[src/rtl/serial_in_receiver.sv]
// Serial-input deserializer: synchronizes SID, frames start/8 data/stop bits LSB first,
// and produces the SERIN byte plus the SKSTAT status strobes.
module serial_in_receiver #(
    parameter int unsigned SYNC_STAGES = 2
) (
    input  logic       clk,
    input  logic       reset,
    input  logic       enn,
    input  logic       sid,
    input  logic       bitTick,
    input  logic       irqPend,
    output logic       timerSync,
    output logic [7:0] serin,
    output logic       serinRdy,
    output logic       sdiBusy,
    output logic       sdiOvrun,
    output logic       setFramer,
    output logic       siDelay
);

    typedef enum logic [1:0] {
        StIdle,
        StStart,
        StData,
        StStop
    } state_e;

    state_e                   state_q, state_d;
    logic [SYNC_STAGES-1:0]   sync_q;
    logic                     prev_sid_q;
    logic [7:0]               shift_q, shift_d;
    logic [2:0]               bit_cnt_q, bit_cnt_d;
    logic [7:0]               serin_q, serin_d;
    logic                     timer_sync_q, timer_sync_d;
    logic                     serin_rdy_q, serin_rdy_d;
    logic                     ovrun_q, ovrun_d;
    logic                     framer_q, framer_d;
    logic                     si_delay;
    logic                     start_edge;

    assign si_delay   = sync_q[SYNC_STAGES-1];
    assign start_edge = !si_delay && prev_sid_q;

    // Synchronizer and edge-detect history; idle line is high.
    always_ff @(posedge clk) begin
        if (reset) begin
            sync_q     <= '1;
            prev_sid_q <= 1'b1;
        end else if (enn) begin
            sync_q     <= {sync_q[SYNC_STAGES-2:0], sid};
            prev_sid_q <= si_delay;
        end
    end

    always_comb begin
        state_d      = state_q;
        shift_d      = shift_q;
        bit_cnt_d    = bit_cnt_q;
        serin_d      = serin_q;
        timer_sync_d = 1'b0;
        serin_rdy_d  = 1'b0;
        ovrun_d      = 1'b0;
        framer_d     = 1'b0;
        unique case (state_q)
            StIdle: begin
                if (start_edge) begin
                    state_d      = StStart;
                    timer_sync_d = 1'b1;
                end
            end
            StStart: begin
                if (bitTick) begin
                    // A high line at the start-bit centre was a glitch, not a frame.
                    if (!si_delay) begin
                        state_d   = StData;
                        bit_cnt_d = 3'd0;
                    end else begin
                        state_d = StIdle;
                    end
                end
            end
            StData: begin
                if (bitTick) begin
                    shift_d   = {si_delay, shift_q[7:1]};
                    bit_cnt_d = bit_cnt_q + 3'd1;
                    if (bit_cnt_q == 3'd7) begin
                        state_d = StStop;
                    end
                end
            end
            StStop: begin
                if (bitTick) begin
                    serin_d     = shift_q;
                    serin_rdy_d = 1'b1;
                    framer_d    = !si_delay;
                    ovrun_d     = irqPend;
                    state_d     = StIdle;
                end
            end
            default: state_d = StIdle;
        endcase
    end

    // Pulse registers reload every enn cycle, so each strobe spans one full enn period.
    always_ff @(posedge clk) begin
        if (reset) begin
            state_q      <= StIdle;
            shift_q      <= 8'h00;
            bit_cnt_q    <= 3'd0;
            serin_q      <= 8'h00;
            timer_sync_q <= 1'b0;
            serin_rdy_q  <= 1'b0;
            ovrun_q      <= 1'b0;
            framer_q     <= 1'b0;
        end else if (enn) begin
            state_q      <= state_d;
            shift_q      <= shift_d;
            bit_cnt_q    <= bit_cnt_d;
            serin_q      <= serin_d;
            timer_sync_q <= timer_sync_d;
            serin_rdy_q  <= serin_rdy_d;
            ovrun_q      <= ovrun_d;
            framer_q     <= framer_d;
        end
    end

    assign timerSync = timer_sync_q;
    assign serin     = serin_q;
    assign serinRdy  = serin_rdy_q;
    assign sdiBusy   = (state_q != StIdle);
    assign sdiOvrun  = ovrun_q;
    assign setFramer = framer_q;
    assign siDelay   = si_delay;

endmodule

[config.mk]
export PLATFORM = sky130hd
export DESIGN_NAME = serial_in_receiver
export DESIGN_NICKNAME = d
export VERILOG_FILES = /design/src/rtl/serial_in_receiver.sv
export SDC_FILE = /design/constraint.sdc
export NUM_CORES = 1
export LEC_CHECK = 0
export ABC_AREA = 0
export BUFFER_PORTS_ARGS = -buffer_cell sky130_fd_sc_hd__buf_4
export CAP_MARGIN = 25
export CORE_MARGIN = 2
export CORE_UTILIZATION = 47
export CTS_CLUSTER_SIZE = 24
export DETAILED_ROUTE_END_ITERATION = 8
export GPL_TIMING_DRIVEN = 0
export PLACE_DENSITY = 0.83
export SYNTH_ARGS = -nofsm -noshare
export SYNTH_HDL_FRONTEND = slang
export SYNTH_SLANG_ARGS = --single-unit
[constraint.sdc]
create_clock -name clk -period 1.4 [get_ports clk]
set_clock_uncertainty 0.2 [all_clocks]
set_input_delay 0.21 -clock clk [delete_from_list [all_inputs] [get_ports clk]]
set_output_delay 0.21 -clock clk [all_outputs]
set_load 0.01 [all_outputs]
After elaboration in Yosys (flattened, before gate mapping)
Cells that the tools add are included.
{"block": "totals", "register_bits": 28, "latchBits": 0, "ram_bits": 0, "rom_bits": 0, "in_bits": 6, "word_cells": 49, "mem_count": 0}
{"block": "op_classes", "addsub": 1, "multipliers": 0, "div": 0, "n_lt_le_gt_ge": 0, "eq_ne": 10, "shifts": 0, "mux": 19, "bitwise_logic": 0, "n_reduce_logical": 9}
{"cell": "$mux W2", "n": 6}
{"cell": "$ne A2 B2 Y1 const B", "n": 6}
{"cell": "$mux W3", "n": 3}
{"cell": "$mux W1", "n": 8}
{"cell": "$pmux W2 S4", "n": 1}
{"cell": "$pmux W3 S2", "n": 1}
{"cell": "$reduce_and A3 Y1", "n": 2}
{"cell": "$reduce_and A6 Y1", "n": 1}
{"cell": "$reduce_and A5 Y1", "n": 1}
{"cell": "$eq A2 B2 Y1 const B", "n": 2}
{"cell": "$reduce_bool A2 Y1", "n": 2}
{"cell": "$add A3 B1 Y3 const B", "n": 1}
{"cell": "$eq A3 B3 Y1 const B", "n": 1}
{"cell": "$eq A2 B1 Y1 const B", "n": 1}
{"cell": "$logic_not A2 Y1", "n": 1}
{"cell": "$logic_and A1 B1 Y1", "n": 1}
{"cell": "$logic_not A1 Y1", "n": 1}

Logic depth before layout (Yosys ltp)
Gate-level depths: netlist (run 1).
{"block": "depth", "depth_word": 4, "depth_mapped": 5, "depth_no_buf": 4}

Worst setup path before layout (run 1)
No wires, ideal clock.
{"block": "synth_path", "kind": "register -> register", "from": "register state_q[0]", "to": "register bit_cnt_q[1]", "setup_ps": 132, "arrival_time_ps": 1063, "required_time_ps": 1068, "setup_slack_ps": 5, "path_stages_with_launch": 5, "path_buffers": 1, "cell_sequence": "dfxtp_1 buf_6 or3b_4 a32oi_1 a21oi_1"}
{"block": "synth_via", "elab_chain_len": 3}
{"element": "start: declaration", "line_no": "28", "source": "state_e state_q, state_d;"}
{"element": "start signal: assignment", "line_no": "107", "source": "state_q <= StIdle;"}
{"element": "start signal: assignment", "line_no": "116", "source": "state_q <= state_d;"}
{"element": "$eq A2 B1 Y1 / $eq A2 B2 Y1 (equally long branches)", "line_no": "64", "source": "unique case (state_q)"}
{"element": "$ne A2 B2 Y1 (no line) / $reduce_bool A2 Y1 (equally long branches)"}
{"element": "$reduce_and A5 Y1 (no line)"}
{"element": "end signal: assignment", "line_no": "118", "source": "bit_cnt_q <= bit_cnt_d;"}
{"element": "end: declaration", "line_no": "32", "source": "logic [2:0] bit_cnt_q, bit_cnt_d;"}
Several ways; a longest one is shown, not always the timed one.
A chain may end at the register's enable or synchronous reset.

Final worst setup path (run 1)
{"block": "layout_path", "from": "register state_q[0]", "to": "output port sdiBusy"}
{"block": "layout_via", "elab_chain_len": 1}
{"element": "$reduce_bool A2 Y1", "line_no": "130", "source": "assign sdiBusy = (state_q != StIdle);"}
{"element": "end: declaration", "line_no": "15", "source": "output logic sdiBusy,"}
Every way passes these cells.

==> impl_results.md, run 1 <==
- Critical path arrival: 1150 ps
- Worst slew pin tran: 513.6 ps
- IO Port Bufs: 17
- # fillers: 185
- Critical path class: reg2out
- Later-pin clock latency in the skew report: 330 ps
- Nets: 166
- Net Sw Frac: 22.36%
- Die ar.: 2749 um2
- GR Util All Layers: between 10% and 20%
- Number of synthesized flops with an enable pin: 0
- Core Box Area: 2212 um2
- Layout cells sized above 1: 35.03%
- Pleak: 0.5885 nW
- Avg Inst Size Synth: between 8 and 9 um2
- Most used cell, CP: buf_6
- Vias in the first global route: 892
- Worst Path Required: approximately 1000 ps
- Clock Tree Buf Depth: 2
- Routed WL: 2.646 mm
- GR Overflow Total: 0
- Die X: 52.43 um
- Fin crit period: 1555 ps
- Final hold violation count: 0
- Final setup vio count: 6
- Seq pwr share: 62.7%
- Failing checks: setup timing
- # H-tree levels: 1
- Clock-pin slew on the worst setup and hold paths: 150 ps
- Largest net degree at the start of global routing: 16
- Top FF cell, synth: dfxtp_1
- Unrepaired setup endpoints after global routing: true
- Cell Area, Synth: 1102 um2
- First-pass GRT wire length: ~3.6 mm
- Num ports: 20
- DP HPWL: about 1.6 mm
- N_diodes: 0
- Clock root cell: clkbuf_4
- Internal power: 1.006 mW
- Startpoint Class: flop
- TritonRoute pass-1 iters: 4
- Max-slew violation count: 0
- Clock share of power: a little under a third
- Sink Count: 28
- PD cells: between 800 and 900 nW/um2
- Worst min path class: in2reg
- Pwr Total: 1.296 mW
- Routability cong.: 0.7833
- Yosys warnings: 0
- Netlist cell types: 28
- Outcome: complete, but fails checks
- Period utilisation layout: 111.1%
- Worst hold slack: 37.79 ps
- Post-DR wirelength/cell: approximately 14 um
- Final antenna-violating net count: 0
- NetSw: 0.2896 mW
- Post-synthesis sequential area ratio: 50.85%
- Setup WS post-layout: -155.3 ps
- F_max: ~640 MHz
- Post-route DRC violation count: 0
- Synthesized instance count: 127
- Reg2reg path depth: 4
- Net Count, Synth: 135
- FF-to-FF setup slack: -80 ps
- Critical-path maximum fanout: 6
- Hold depth: 3
- Peak supply drop: ~0.00073 V
- Seq cells post-synth: 28
- Initial Util: 49.83%
- CTS tree: done
- Critical-path cell list: buf_6, or2_4, buf_6
- Max-cap violations: 0
- Crit. End Element: primary output
- Utilization after layout: between 60 and 70%
- Rows: 17
- Vias per cell: approximately 5.4
- Max incr delay on CP: around 360 ps
- First-iteration detailed-routing DRC count: 10
- Max transition margin: 65.76%
- Die height: 52.43 um
- Initial antenna violation count: 0
- Asr flop ratio synth: 0%
- CTS buffer count: 3
- Critical-path top delay cell: dfxtp_2
- Routed via count: between 1000 and 1500
- Gate power share: under 10%
- Area Overhead vs Synth: 32.80%
## layer usage
metal | vias up | part of all wire (%) | GRT usage, %
li1 | 498 | - | -
met1 | 472 | 41 | 19.68
met2 | 25 | 54 | 34.38
met3 | 6 | 3.7 | 2.571
met4 | 0 | 1.5 | 7.692
met5 | - | 0 | 0
## logic make-up (layout without fill, tap and decap cells)
kind of cell	Yosys count	count (layout)	synth area share, %
compound gates	31	31	17.25
fa+ha+maj	2	2	2.270
buf+inv	10	40	4.881
flops	28	28	50.85
mux	1	1	0.9081
simple gates	55	55	23.84
## layout make-up
cell class	instances	area, um2	share of cell area (%)
Sequential cell	28	569.3	38.89
Tap cell	28	35.03	2.393
Clock buffer	4	36.28	2.479
Multi-Input combinational cell	89	556.8	38.03
Timing Repair Buffer	27	211.5	14.44
Inverter	1	3.754	0.2564
Buffer	8	51.30	3.504
## sequential cells by signal (all words and copies together), names as in the netlist, named ones only
signal and count:
serin 8, timerSync 1, prev_sid_q 1, serinRdy 1
state_q 1, setFramer 1, bit_cnt_q 3, sdiOvrun 1
sync_q 2, shift_q 8
## power by group through the flow
stage	logic, mW	registers [mW]	clock network, mW
floorplan	0.0456	0.829	0
global placement	0.0684	0.830	0
detailed placement	0.0702	0.830	0
CTS	0.0815	0.812	0.400
global route	0.0970	0.814	0.427
finish	0.0904	0.813	0.392
## cells in the final DEF (no fill, tap or decap), types with 2 or more instances in the layout
| cell type | n |
|---|---|
| nand2_2 | 2 |
| ha_1 | 2 |
| a211o_1 | 3 |
| nand4b_1 | 2 |
| dlygate4sd3_1 | 2 |
| dfxtp_2 | 4 |
| a21oi_1 | 17 |
| nand2_1 | 33 |
| a21oi_2 | 4 |
| clkbuf_4 | 4 |
| buf_6 | 3 |
| buf_4 | 24 |
| dfxtp_1 | 23 |
| buf_2 | 2 |
| clkbuf_1 | 3 |
| nor2b_1 | 2 |
| a32oi_2 | 2 |
| nor2_1 | 6 |
## synthesized netlist by cell type (all sizes together) (2+ instances only)
cell type	number	area share (%)
nand2	36	12
dfxtp	28	51
a21oi	21	9.5
buf	6	3.5
nor2	6	2.0
a211o	3	2.4
a32oi	3	2.4
clkbuf	3	1.0
ha	2	2.3
nand4b	2	1.6
nor2b	2	1.1
## per-stage QoR
stage                     cells  TNS, ps  cell area (um2)  worst slack [ps]
after floorplan             127        0             1102             4.641
after global placement      172   -74.07             1265            -37.20
after detailed placement    172   -304.1             1265            -71.19
after CTS                   181   -241.8             1363            -156.7
after global routing        185   -641.0             1464            -188.7
final                       185   -334.2             1464            -155.3
## critical path: cells and delay by family, from the launching register on
family,cells,cell delay (ps)
and+or+nand+nor,1,220
buffers and inverters,2,240
DFF,1,360
## repair_timing
| action | CTS | global route |
|---|---|---|
| hold buffers | 2 | 0 |
| pin swaps | 5 | 7 |
| buffers inserted | 4 | 3 |
| gates resized for setup | 8 | 18 |
| endpoints found under the setup margin | 10 | 18 |
| gates cloned | 0 | 1 |
| hold endpoints to repair | 2 | 0 |
## final timing paths
| path | start | endpoint |
|---|---|---|
| setup reg to reg | state_q[0]$_SDFFE_PP0P_ | bit_cnt_q[1]$_SDFFE_PP0P_ |
| setup / recovery | state_q[0]$_SDFFE_PP0P_ | sdiBusy |
| hold reg to reg | serin[7]$_SDFFE_PP0P_ | serin[7]$_SDFFE_PP0P_ |
| hold / removal | enn | sync_q[1]$_SDFFE_PP1P_ |
(Power assumes the default switching activity.)
==> inputs of run 2 (changes only) <==
--- a/config.mk
+++ b/config.mk
@@ -9,11 +9,12 @@
 export BUFFER_PORTS_ARGS = -buffer_cell sky130_fd_sc_hd__buf_4
 export CAP_MARGIN = 25
 export CORE_MARGIN = 2
-export CORE_UTILIZATION = 47
+export CORE_UTILIZATION = 50
+export CTS_BUF_LIST = sky130_fd_sc_hd__clkbuf_8
 export CTS_CLUSTER_SIZE = 24
 export DETAILED_ROUTE_END_ITERATION = 8
 export GPL_TIMING_DRIVEN = 0
-export PLACE_DENSITY = 0.83
+export PLACE_DENSITY = 0.87
 export SYNTH_ARGS = -nofsm -noshare
 export SYNTH_HDL_FRONTEND = slang
 export SYNTH_SLANG_ARGS = --single-unit
==> run 2 against run 1 <==
Net effect:
- total power is 19% higher
- largest cell class unchanged
- global-route usage up 1.4 points
- sequential cell count stayed put
- fmax increased by 5.6%
- the run still ends with setup timing left
- non-clock buffer count down 2
==> impl_results.md, run 2 (same netlist as run 1, synthesis figures left out) <==
- Outcome: complete, but fails checks
- Failing checks: setup timing
- IO Port Bufs: 17
- Peak supply drop: between 0.0009 and 0.001 V
- Commonest non-fill, non-tap cell in the layout: nand2_1
- Later-pin clock latency in the skew report: approximately 270 ps
- CTS tree: done
- Unrepaired setup endpoints after global routing: true
- Post-route DRC violation count: 0
- Largest delay share family, worst path: flip-flops
- Die X: roughly 50 um
- Vias per cell: 5.786
- Nets: 164
- Clock Tree Buf Depth: 2
- Max-slew violation count: 0
- Max-cap violations: 0
- Layout cells sized above 1: approximately a third
- Worst path depth: 3
- Final setup vio count: 4
- Post-DR wirelength/cell: 15.91 um
- Worst slew pin tran: around 590 ps
- Clock-pin slew on the worst setup and hold paths: 90 ps
- DP Area: 1264 um2
- Die height: approximately 50 um
- Max incr delay on CP: 330 ps
- Worst setup startpoint: state_q[0]$_SDFFE_PP0P_
- Sink Count: 28
- GRT busiest layer: met2
- First-pass GRT wire length: between 3 and 4 mm
- Grt met3 use: under 10%
- Worst r2r dst: bit_cnt_q[2]$_SDFFE_PP0P_
- Critical path arrival: 1060 ps
- Startpoint Class: flop
- Period utilisation layout: 105.2%
- Reg2reg path depth: 3
- Critical-path top delay cell: dfxtp_2
- # fillers: 128
- Critical-path maximum fanout: 5
- # H-tree levels: 1
- Clock root cell: clkbuf_8
- Pleak: 0.5667 nW
- R2R Path Start: sync_q[1]$_SDFFE_PP1P_
- GR Util All Layers: 19.57%
- Critical-path cell list: buf_6, or2_4, buf_6
- Largest net degree at the start of global routing: 17
- Crit. End Element: primary output
- F_max: 679.0 MHz
- Critical path capture point: sdiBusy
- Final hold violation count: 0
- Final antenna-violating net count: 0
- Pwr Total: 1.540 mW
- Routed WL: 2.896 mm
- Worst Path Buf+Inv: 2
- Fin crit period: ~1500 ps
- DP HPWL: 1.558 mm
- Die ar.: 2596 um2
- Worst min path class: in2reg
- Critical path class: reg2out
- Final instance area: 1498 um2
- First-iteration detailed-routing DRC count: 37
- Routability cong.: 0.7736
- Initial antenna violation count: 0
- Initial Util: between 50% and 60%
- Most frequent cells in the layout: nand2_1 (36), dfxtp_1 (24), buf_4 (20), a21oi_1 (14), a21oi_2 (7)
- CTS buffer count: 3
- Vias in the first global route: 899
- Routed via count: 1053
- Setup WS post-layout: -72.68 ps
- FF-to-FF setup slack: -60 ps
- Max transition margin: 60.95%
- TritonRoute pass-1 iters: 4
- Area Overhead vs Synth: 35.87%
- Worst Path Required: between 900 and 1000 ps
- PD cells: 1028 nW/um2
- Rows: 16
- Core Box Area: 2022 um2
- Most used cell, CP: buf_6
- Met2 Use GR: approximately a third
- GR Util met1: 23.62%
- Num ports: 20
- GR Overflow Total: 0
- N_diodes: 0
run 2: changes by cell type in the layout (fill, tap and decap cells not counted), sizes merged:
cell | before | now
buf | 29 | 28
clkbuf | 8 | 6
bufinv | 0 | 1
run 2: what timing repair did:
item	in CTS	in global routing
setup buffers	2	2
gates cloned	1	1
hold buffers	2	0
hold endpoints to repair	2	0
pin swaps	5	4
resized for setup	8	21
endpoints found under the setup margin	5	24
run 2: layer usage:
layer | vias to the layer above | share of wire [%]
met5 | - | 0
met4 | 0 | 2.9
met3 | 10 | 6.1
met2 | 48 | 51
met1 | 505 | 40
li1 | 490 | -
run 2: worst min path at each step:
stage / endpoint / startpoint / cells past startpoint / slack [ps]
after detailed placement: sync_q[0]$_SDFFE_PP1P_ / sid / 2 / 230
after floorplan: sync_q[0]$_SDFFE_PP1P_ / sid / 1 / 130
after CTS: sync_q[1]$_SDFFE_PP1P_ / enn / 3 / 80
after global routing: sync_q[1]$_SDFFE_PP1P_ / enn / 3 / 150
after global placement: sync_q[0]$_SDFFE_PP1P_ / sid / 2 / 220
final: sdiOvrun$_SDFFE_PP0P_ / reset / 2 / 130
run 2: stage by stage:
step                utilization (%)  setup TNS (ps)  std cells  worst slack (ps)  hold WS, ps
floorplan                         -               0        127             4.641        132.4
global placement              62.50          -72.70        171            -37.07        218.5
detailed placement            62.50          -168.4        171            -91.71        230.3
CTS                           68.87          -135.0        179            -80.12        83.47
global route                  74.07          -537.7        182            -102.7        152.0
finish                        74.07          -166.3        182            -72.68        129.5
run 2: worst register-to-register path: cells and delay by family (launching register included):
| family | cells | cell delay (ps) |
|---|---|---|
| AND/OR/NAND/NOR | 1 | 440 |
| flip-flops | 1 | 400 |
| AO/OA/AOI/OAI | 2 | 290 |
run 2: cell type report:
cell class | instances | area (um2) | share of cell area (%)
plain buffers | 8 | 55.05 | 3.676
clock buffers | 3 | 41.29 | 2.757
clock inverters | 1 | 30.03 | 2.005
inverters | 1 | 3.754 | 0.2506
multi-input cells | 89 | 568.0 | 37.93
flip-flops and latches | 28 | 568.0 | 37.93
well taps | 27 | 33.78 | 2.256
repair buffers | 25 | 197.7 | 13.20
run 2: power breakdown:
group / leakage, nW / switching [mW] / internal, mW / total (mW)
clock: 0.0357 / 0.250 / 0.383 / 0.633
combinational: 0.302 / 0.0520 / 0.0430 / 0.0951
sequential: 0.229 / 0.00942 / 0.802 / 0.812
total: 0.567 / 0.311 / 1.23 / 1.54
